===== src/rtl/st_pkg.sv =====
// Shared types and helpers for the Avalon-ST width downsizer: holding-record
// geometry, slice index width, FSM state encoding and last-slice computation.
package st_pkg;

    localparam int ST_IN_BYTES  = 4;
    localparam int ST_OUT_BYTES = 1;
    localparam int ST_RATIO     = ST_IN_BYTES / ST_OUT_BYTES;

    function automatic int idx_width(input int ratio);
        return (ratio > 1) ? $clog2(ratio) : 1;
    endfunction

    localparam int ST_IDX_W   = idx_width(ST_RATIO);
    localparam int ST_EMPTY_W = (ST_IN_BYTES > 1) ? $clog2(ST_IN_BYTES) : 1;

    typedef enum logic {
        S_EMPTY = 1'b0,
        S_HOLD  = 1'b1
    } state_t;

    typedef struct packed {
        logic [ST_IN_BYTES*8-1:0] data;
        logic                     sop;
        logic                     eop;
        logic [ST_EMPTY_W-1:0]    empty;
        logic [ST_IDX_W-1:0]      last_idx;
    } hold_t;

    // Index of the final narrow slice to emit; an out-of-range empty clamps to slice 0.
    function automatic logic [ST_IDX_W-1:0] slice_last_idx(input logic [ST_EMPTY_W-1:0] empty,
                                                            input logic                  eop);
        int e;
        e = int'(empty);
        if (!eop)
            return ST_IDX_W'(ST_RATIO - 1);
        if (e >= ST_IN_BYTES)
            return '0;
        return ST_IDX_W'(ST_RATIO - 1 - (e / ST_OUT_BYTES));
    endfunction

endpackage


===== src/rtl/avalon_st_if.sv =====
// Avalon-ST stream bundle: data, vld/rdy handshake and sop/eop/empty framing.
interface avalon_st_if #(
    parameter int DATA_WIDTH_IN_BYTES = 4
);
    localparam int EMPTY_W = (DATA_WIDTH_IN_BYTES > 1) ? $clog2(DATA_WIDTH_IN_BYTES) : 1;

    logic [DATA_WIDTH_IN_BYTES*8-1:0] data;
    logic                             vld;
    logic                             rdy;
    logic                             sop;
    logic                             eop;
    logic [EMPTY_W-1:0]               empty;

    modport source (output data, vld, sop, eop, empty, input rdy);
    modport sink   (input data, vld, sop, eop, empty, output rdy);

endinterface


===== src/rtl/st_width_downsizer.sv =====
// Wide-to-narrow Avalon-ST converter with a one-beat holding register, MSB slice first.
// Optional framing checker enabled by defining ST_DOWNSIZER_PROTO_CHECK_EN (adds proto_err).
module st_width_downsizer
    import st_pkg::*;
#(
    parameter int IN_BYTES  = ST_IN_BYTES,
    parameter int OUT_BYTES = ST_OUT_BYTES
) (
    input  logic        clk,
    input  logic        rst_n,
    avalon_st_if.sink   in,
    avalon_st_if.source out,
    output logic        busy
`ifdef ST_DOWNSIZER_PROTO_CHECK_EN
    ,
    output logic        proto_err
`endif
);

    localparam int RATIO       = IN_BYTES / OUT_BYTES;
    localparam int IN_BITS     = IN_BYTES * 8;
    localparam int OUT_BITS    = OUT_BYTES * 8;
    localparam int OUT_EMPTY_W = (OUT_BYTES > 1) ? $clog2(OUT_BYTES) : 1;

    if (RATIO < 2 || (IN_BYTES % OUT_BYTES) != 0) begin : g_bad_ratio
        $error("st_width_downsizer: IN_BYTES must be a multiple of OUT_BYTES with ratio >= 2");
    end
    if (IN_BYTES != ST_IN_BYTES || OUT_BYTES != ST_OUT_BYTES) begin : g_bad_geometry
        $error("st_width_downsizer: parameters must match the st_pkg holding-record geometry");
    end

    state_t                   state_reg;
    hold_t                    hold_reg;
    hold_t                    hold_next;
    logic [ST_IDX_W-1:0]      idx_reg;
    logic                     hold_vld;
    logic                     out_xfer;
    logic                     last_xfer;
    logic                     accept;
    logic                     eop_now;
    logic [OUT_EMPTY_W-1:0]   empty_mod;
    logic [OUT_BITS-1:0]      slices [RATIO];

    for (genvar gi = 0; gi < RATIO; gi++) begin : g_slice
        assign slices[gi] = hold_reg.data[IN_BITS-1-gi*OUT_BITS -: OUT_BITS];
    end

    assign hold_vld  = (state_reg == S_HOLD);
    assign out_xfer  = hold_vld && out.rdy;
    assign last_xfer = out_xfer && (idx_reg == hold_reg.last_idx);
    // Refill in the same cycle the final slice leaves, so back-to-back beats have no bubble.
    assign in.rdy    = !hold_vld || last_xfer;
    assign accept    = in.vld && in.rdy;

    always_comb begin
        hold_next          = '0;
        hold_next.data     = in.data;
        hold_next.sop      = in.sop;
        hold_next.eop      = in.eop;
        hold_next.empty    = in.empty;
        hold_next.last_idx = slice_last_idx(in.empty, in.eop);
    end

    always_ff @(posedge clk or negedge rst_n) begin
        if (!rst_n) begin
            state_reg <= S_EMPTY;
            hold_reg  <= '0;
            idx_reg   <= '0;
        end else begin
            case (state_reg)
                S_EMPTY: begin
                    if (accept) begin
                        state_reg <= S_HOLD;
                        hold_reg  <= hold_next;
                        idx_reg   <= '0;
                    end
                end
                S_HOLD: begin
                    if (last_xfer) begin
                        idx_reg <= '0;
                        if (accept)
                            hold_reg <= hold_next;
                        else
                            state_reg <= S_EMPTY;
                    end else if (out_xfer) begin
                        idx_reg <= idx_reg + 1'b1;
                    end
                end
                default: state_reg <= S_EMPTY;
            endcase
        end
    end

    assign eop_now   = hold_vld && hold_reg.eop && (idx_reg == hold_reg.last_idx);
    assign empty_mod = OUT_EMPTY_W'(32'(hold_reg.empty) % OUT_BYTES);

    assign out.vld   = hold_vld;
    assign out.data  = slices[idx_reg];
    assign out.sop   = hold_vld && hold_reg.sop && (idx_reg == '0);
    assign out.eop   = eop_now;
    assign out.empty = eop_now ? empty_mod : '0;
    assign busy      = hold_vld;

`ifdef ST_DOWNSIZER_PROTO_CHECK_EN
    logic in_pkt_reg;
    logic proto_err_reg;

    // Sticky: a sop inside a packet, or a non-sop beat outside one, is a framing error.
    always_ff @(posedge clk or negedge rst_n) begin
        if (!rst_n) begin
            in_pkt_reg    <= 1'b0;
            proto_err_reg <= 1'b0;
        end else if (accept) begin
            if (in.sop == in_pkt_reg)
                proto_err_reg <= 1'b1;
            in_pkt_reg <= !in.eop;
        end
    end

    assign proto_err = proto_err_reg;
`endif

endmodule


===== src/flat_wrapper.sv =====
// flat-port wrapper written by rule: the top's interface ports become plain ports
module st_width_downsizer_flat import st_pkg::*;
#(
    parameter int IN_BYTES  = ST_IN_BYTES,
    parameter int OUT_BYTES = ST_OUT_BYTES
)
  (clk, rst_n, busy, in_data, in_vld, in_sop, in_eop, in_empty, in_rdy, out_data, out_vld, out_sop, out_eop, out_empty, out_rdy);
  avalon_st_if #(.DATA_WIDTH_IN_BYTES(4)) in_i ();
  avalon_st_if #(.DATA_WIDTH_IN_BYTES(1)) out_i ();
  input  logic clk;
  input  logic rst_n;
  output logic busy;
  input wire logic [$bits(in_i.data)-1:0] in_data;
  input wire logic [$bits(in_i.vld)-1:0] in_vld;
  input wire logic [$bits(in_i.sop)-1:0] in_sop;
  input wire logic [$bits(in_i.eop)-1:0] in_eop;
  input wire logic [$bits(in_i.empty)-1:0] in_empty;
  output wire logic [$bits(in_i.rdy)-1:0] in_rdy;
  output wire logic [$bits(out_i.data)-1:0] out_data;
  output wire logic [$bits(out_i.vld)-1:0] out_vld;
  output wire logic [$bits(out_i.sop)-1:0] out_sop;
  output wire logic [$bits(out_i.eop)-1:0] out_eop;
  output wire logic [$bits(out_i.empty)-1:0] out_empty;
  input wire logic [$bits(out_i.rdy)-1:0] out_rdy;
  assign in_i.data = in_data;
  assign in_i.vld = in_vld;
  assign in_i.sop = in_sop;
  assign in_i.eop = in_eop;
  assign in_i.empty = in_empty;
  assign in_rdy = in_i.rdy;
  assign out_data = out_i.data;
  assign out_vld = out_i.vld;
  assign out_sop = out_i.sop;
  assign out_eop = out_i.eop;
  assign out_empty = out_i.empty;
  assign out_i.rdy = out_rdy;
  st_width_downsizer #(.IN_BYTES(IN_BYTES), .OUT_BYTES(OUT_BYTES)) u_core (.clk(clk), .rst_n(rst_n), .in(in_i), .out(out_i), .busy(busy));
endmodule

===== config.mk =====
export PLATFORM = sky130hd
export DESIGN_NAME = st_width_downsizer_flat
export DESIGN_NICKNAME = d
export VERILOG_FILES = /design/src/rtl/st_pkg.sv /design/src/rtl/avalon_st_if.sv /design/src/rtl/st_width_downsizer.sv /design/src/flat_wrapper.sv
export SDC_FILE = /design/constraint.sdc
export NUM_CORES = 1
export LEC_CHECK = 0
export ABC_AREA = 1
export CORE_MARGIN = 2
export CORE_UTILIZATION = 45
export DETAILED_ROUTE_END_ITERATION = 8
export HOLD_SLACK_MARGIN = 0.15
export PLACE_DENSITY = 0.75
export SYNTH_ARGS = -nofsm -noshare
export SYNTH_HDL_FRONTEND = slang
export SYNTH_SLANG_ARGS = --single-unit

===== constraint.sdc =====
create_clock -name clk -period 2.47 [get_ports clk]
set_input_delay 0.6175 -clock clk [delete_from_list [all_inputs] [get_ports clk]]
set_output_delay 0.6175 -clock clk [all_outputs]
set_load 0.01 [all_outputs]

Word-level counts from Yosys, hierarchy flattened
Index checks and enable logic that the tools add are counted.
{"block": "classes", "muxes": 14, "n_reduce_logical": 11, "n_lt_le_gt_ge": 1, "n_bitwise": 2, "n_eq_ne": 4, "addsub": 2}
{"cell": "38-bit 2-to-1 mux", "count": 2}
{"cell": "38-bit one-hot mux with 2 select lines", "count": 1}
{"cell": "8-bit binary-select mux with 2-bit select", "count": 1}
{"cell": "8-bit 2-to-1 mux", "count": 2}
{"cell": "2-bit 2-to-1 mux", "count": 4}
{"cell": "1-bit logical AND", "count": 7}
{"cell": "2-bit one-hot mux with 2 select lines", "count": 1}
{"cell": "3-bit greater-or-equal comparator, second input constant", "count": 1}
{"cell": "3-bit != test, second input constant", "count": 1}
{"cell": "2-bit inverter with 3-bit output", "count": 1}
{"cell": "2-bit by 1-bit adder with 2-bit output, second input constant", "count": 1}
{"cell": "2-bit equality test", "count": 1}
{"cell": "2-bit logical NOT", "count": 1}
{"cell": "1-bit 2-to-1 mux", "count": 2}
{"cell": "2-bit by 1-bit != test with 1-bit output, second input constant", "count": 1}
{"cell": "2-bit != test, second input constant", "count": 1}
{"cell": "1-bit one-hot mux with 2 select lines", "count": 1}
{"cell": "2-bit AND reduction", "count": 1}
{"cell": "2-bit subtractor, first input constant", "count": 1}
{"cell": "1-bit logical NOT", "count": 1}
{"cell": "1-bit logical OR", "count": 1}
{"cell": "1-bit inverter", "count": 1}
{"block": "totals", "output_inout_bits": 14, "in_bits": 40, "register_bits": 41, "wordCells": 41}

Depth between registers and ports, before layout
{"block": "logic_depth", "word_depth": 7, "depth_mapped": 10, "depth_no_buf": 8}

Worst setup path before layout
No wires, ideal clock.
{"block": "synth_timing", "path_kind": "input -> output", "from": "in out_rdy", "to": "out in_rdy", "setup_slack_ps": 756, "cell_stages": 5, "required_ps": 1852, "t_arrival_ps": 1097, "path_buffers": 1, "cell_sequence": "inv_1 -> nand2_1 -> buf_2 -> nand2_1 -> inv_1"}
{"block": "synth_via", "elab_chain_len": 3}
{"item": "from (decl)", "line_no": "flat_wrapper.sv:24", "text": "input wire logic [$bits(out_i.rdy)-1:0] out_rdy;"}
{"item": "1-bit logical AND", "line_no": "st_width_downsizer.sv:49", "text": "assign out_xfer = hold_vld && out.rdy;"}
{"item": "1-bit logical AND", "line_no": "st_width_downsizer.sv:50", "text": "assign last_xfer = out_xfer && (idx_reg == hold_reg.last_idx);"}
{"item": "1-bit logical OR", "line_no": "st_width_downsizer.sv:52", "text": "assign in.rdy = !hold_vld || last_xfer;"}
{"item": "to (decl)", "line_no": "flat_wrapper.sv:18", "text": "output wire logic [$bits(in_i.rdy)-1:0] in_rdy;"}
Every way passes these cells.

Worst setup path in the final report
{"block": "layout_timing", "from": "reg u_core.idx_reg[0]", "to": "out out_data[6]"}
{"block": "layout_via", "elab_chain_len": 4}
{"item": "from (decl)", "line_no": "st_width_downsizer.sv:35", "text": "logic [ST_IDX_W-1:0] idx_reg;"}
{"item": "from (signal assigned)", "line_no": "st_width_downsizer.sv:86", "text": "idx_reg <= idx_reg + 1'b1;"}
{"item": "2-bit inverter with 3-bit output (implied by the code)", "line_no": "st_width_downsizer.sv:98", "text": "assign out.data = slices[idx_reg];"}
{"item": "8-bit binary-select mux with 2-bit select", "line_no": "st_width_downsizer.sv:98"}
{"item": "8-bit 2-to-1 mux (implied by the code) (2 in series)", "line_no": "st_width_downsizer.sv:98"}
{"item": "to (decl)", "line_no": "flat_wrapper.sv:19", "text": "output wire logic [$bits(out_i.data)-1:0] out_data;"}
Every way passes these cells. The select of a mux whose other input is x is not followed.

==> out/summary.txt <==
flip-flop count of the largest register after layout -> 32
number of clock sinks seen by CTS -> 39
overall fraction of global-route tracks in use -> 0.205
slowest stage cell, crit path -> sky130_fd_sc_hd__clkdlybuf4s50_1
final RePlAce weighted congestion -> 0.743
register-to-register path setup slack -> 500 ps
fraction of synthesized cell area taken by the top area cell type -> 0.484
class of the most critical setup path -> flip-flop to primary output
count of flip-flops with a built-in enable after synthesis -> 0
Initial Util -> 0.467
io pins -> 54
global-route wire length before repair -> 8.06 mm
number of distinct standard cells referenced by the synthesized netlist -> 22
routed vias -> 1793
kind of start point of the critical path -> flip-flop
Avg Vias per Cell -> 5.18
net count of the mapped netlist -> 284
Most Frequent Cell on Critical Path -> sky130_fd_sc_hd__buf_4
required time at the endpoint of the critical path -> 1850 ps
area of the mapped netlist -> 2020 um^2
final-report hold violation count -> 0
horizontal die dimension -> 71.0 um
total area of multi-input combinational cells -> 836 um^2
wirelength, routed -> 4.62 mm
overflow left after global routing -> 0
Final Max Tran Viols -> 0
number of design-rule violations left by the first detailed-router iteration -> 55
Diodes inserted -> 0
Final setup viols -> 0
die outline height -> 71.0 um
gate count after technology mapping -> 243
capture instance of the worst register-to-register path -> u_core.hold_reg[5]
clock insertion delay at the later pin of the skew report -> 290 ps
power density relative to cell area -> 1170 nW/um^2
number of buffers between clock root and the deepest sink -> 2
cts bufs inserted -> 5
final standard cell area without fillers -> 2610 um^2
area used by sequential logic in the layout -> 978 um^2
maximum level of the CTS H-tree -> 2
final period demand of the worst path -> 2410 ps
buffer and inverter count on the worst path -> 3
sum of negative setup slack -> 0 ps
pin count of the biggest net entering global routing -> 40
final worst-path cycle share -> 0.976
count of filler cells inserted in the layout -> 415
PnR Total Power -> 3.07 mW
DRC violations left -> 0
most common library cells after synthesis -> sky130_fd_sc_hd__nand2_1 (85), sky130_fd_sc_hd__dfrtp_1 (39), sky130_fd_sc_hd__nand4_1 (36)
via count of the first global-routing pass -> 1830
number of nets at the end of the flow -> 334
kind of cell with the highest combined delay on the critical path -> buffers and inverters
most instantiated library cell after synthesis -> sky130_fd_sc_hd__nand2_1
Die Outline Area -> 5040 um^2
synth-to-layout area growth -> 29.4%
static power due to leakage -> 1.32 nW
sequential fraction of the synthesis area -> 0.484
FF-to-FF path depth -> 9
Area after DPL -> 2460 um^2
Antenna Violating Nets Remaining -> 0
Relative slew margins -> 0.414
transition time at the pin with the least slew margin -> 879 ps
Seq cells post-synth -> 39
post-DP HPWL -> 3.15 mm
number of max-capacitance violations reported -> 0
number of antenna violations at the first check in global routing -> 0
Worst setup EP type -> primary output
average cell area after synthesis -> 8.31 um^2
First-pass DRT Iterations -> 4
FMAX -> 0.415 GHz
Clk pin slew, worst setup/hold paths -> 80 ps
Cell Rows -> 24
launching point of the worst reg2reg path -> u_core.idx_reg[0]
Wirelength per Cell -> 13.3 um
synth top area cells -> sky130_fd_sc_hd__dfrtp_1 (48%), sky130_fd_sc_hd__nand2_1 (16%), sky130_fd_sc_hd__nand4_1 (11%)
Hold/Removal Path Class -> input pin to async pin
hold_buf cts -> 0
area leader, netlist -> sky130_fd_sc_hd__dfrtp_1
CTS tree -> done
status -> finished, final reports clean
proportion of layout cells with a drive suffix above 1 -> 0.102
Max rail drop VDD -> 0.527 mV
Worst Path Max Fanout -> 6
number of warnings issued by yosys -> 0
delay of the slowest critical-path stage -> 560 ps
arrival time reported for the critical path endpoint -> 1790 ps
area of the core -> 4320 um^2
clock tree skew after final layout -> 9.46 ps
most used flip-flop cell after synthesis -> sky130_fd_sc_hd__dfrtp_1
setup repair after global routing missed its margin -> false
share of synthesized flip-flops with an asynchronous set or reset -> 1.00
# port buffers -> 52
worst path cell trace -> buf_4 -> buf_4 -> o21ai_0 -> o22ai_1 -> clkdlybuf4s50_1
CTS Root Buffer Type -> sky130_fd_sc_hd__clkbuf_8
stage by stage:
step	hold slack, ps	setup WS, ps	utilization	instances
floorplan	322	756	-	243
global placement	450	5.07	0.570	331
detailed placement	453	-31.7	0.570	331
CTS	463	33.2	0.593	341
global route	497	0.894	0.604	346
finish	442	59.3	0.604	346
cells in the final DEF, fill, tap and decap left out, types with 4 or more instances in the layout:
cell type                         synthesis  layout
sky130_fd_sc_hd__clkbuf_8                 0       5
sky130_fd_sc_hd__nand2_1                 85      85
sky130_fd_sc_hd__nand2_2                  5       5
sky130_fd_sc_hd__buf_4                    3      12
sky130_fd_sc_hd__dfrtp_1                 39      37
sky130_fd_sc_hd__nand4_1                 36      36
sky130_fd_sc_hd__o22ai_1                  8       8
sky130_fd_sc_hd__o21ai_0                 18      18
sky130_fd_sc_hd__inv_1                    6       6
sky130_fd_sc_hd__nor2_1                  17      17
sky130_fd_sc_hd__clkdlybuf4s50_1          0      46
sky130_fd_sc_hd__dlymetal6s2s_1           0       4
kinds of logic after synthesis:
family                   share of synthesized area
AND/OR/NAND/NOR                              0.337
flip-flops                                   0.484
buffers and inverters                        0.102
AO/OA/AOI/OAI                               0.0694
adder cells (fa/ha/maj)                    0.00620
other                                      0.00186
cell type report:
class                   count  area share
repair buffers             64       0.235
clock inverters             1     0.00192
well taps                  52      0.0249
multi-input cells         175       0.320
inverters                   8      0.0144
clock buffers               7      0.0292
flip-flops and latches     39       0.375
layer usage:
layer,share of wire,GRT usage,up-vias,wire [um]
li1,-,-,912,-
met1,0.44,0.247,835,2030
met2,0.51,0.357,41,2330
met3,0.040,0.0570,5,187
met4,0.015,0.0629,0,67
met5,0,0,-,0
worst max-delay path by stage:
stage / from / end / cells past startpoint
floorplan: out_rdy / in_rdy / 5
global placement: out_rdy / in_rdy / 6
detailed placement: out_rdy / in_rdy / 6
CTS: u_core.idx_reg[0] / out_data[2] / 4
global route: u_core.idx_reg[0] / out_data[1] / 4
finish: u_core.idx_reg[0] / out_data[6] / 5
timing repair:
| action | in CTS | in global routing |
|---|---|---|
| resized for setup | 4 | 4 |
| buffers inserted | 2 | 5 |
| gates cloned | 0 | 0 |
| pin swaps | 0 | 0 |
| setup endpoints to repair | 11 | 8 |
report_power, final:
group | internal (mW) | switching, mW
logic | 0.684 | 0.853
registers | 0.924 | 0.189
clock network | 0.198 | 0.219
No activity file was read; power rests on OpenSTA's default activity.
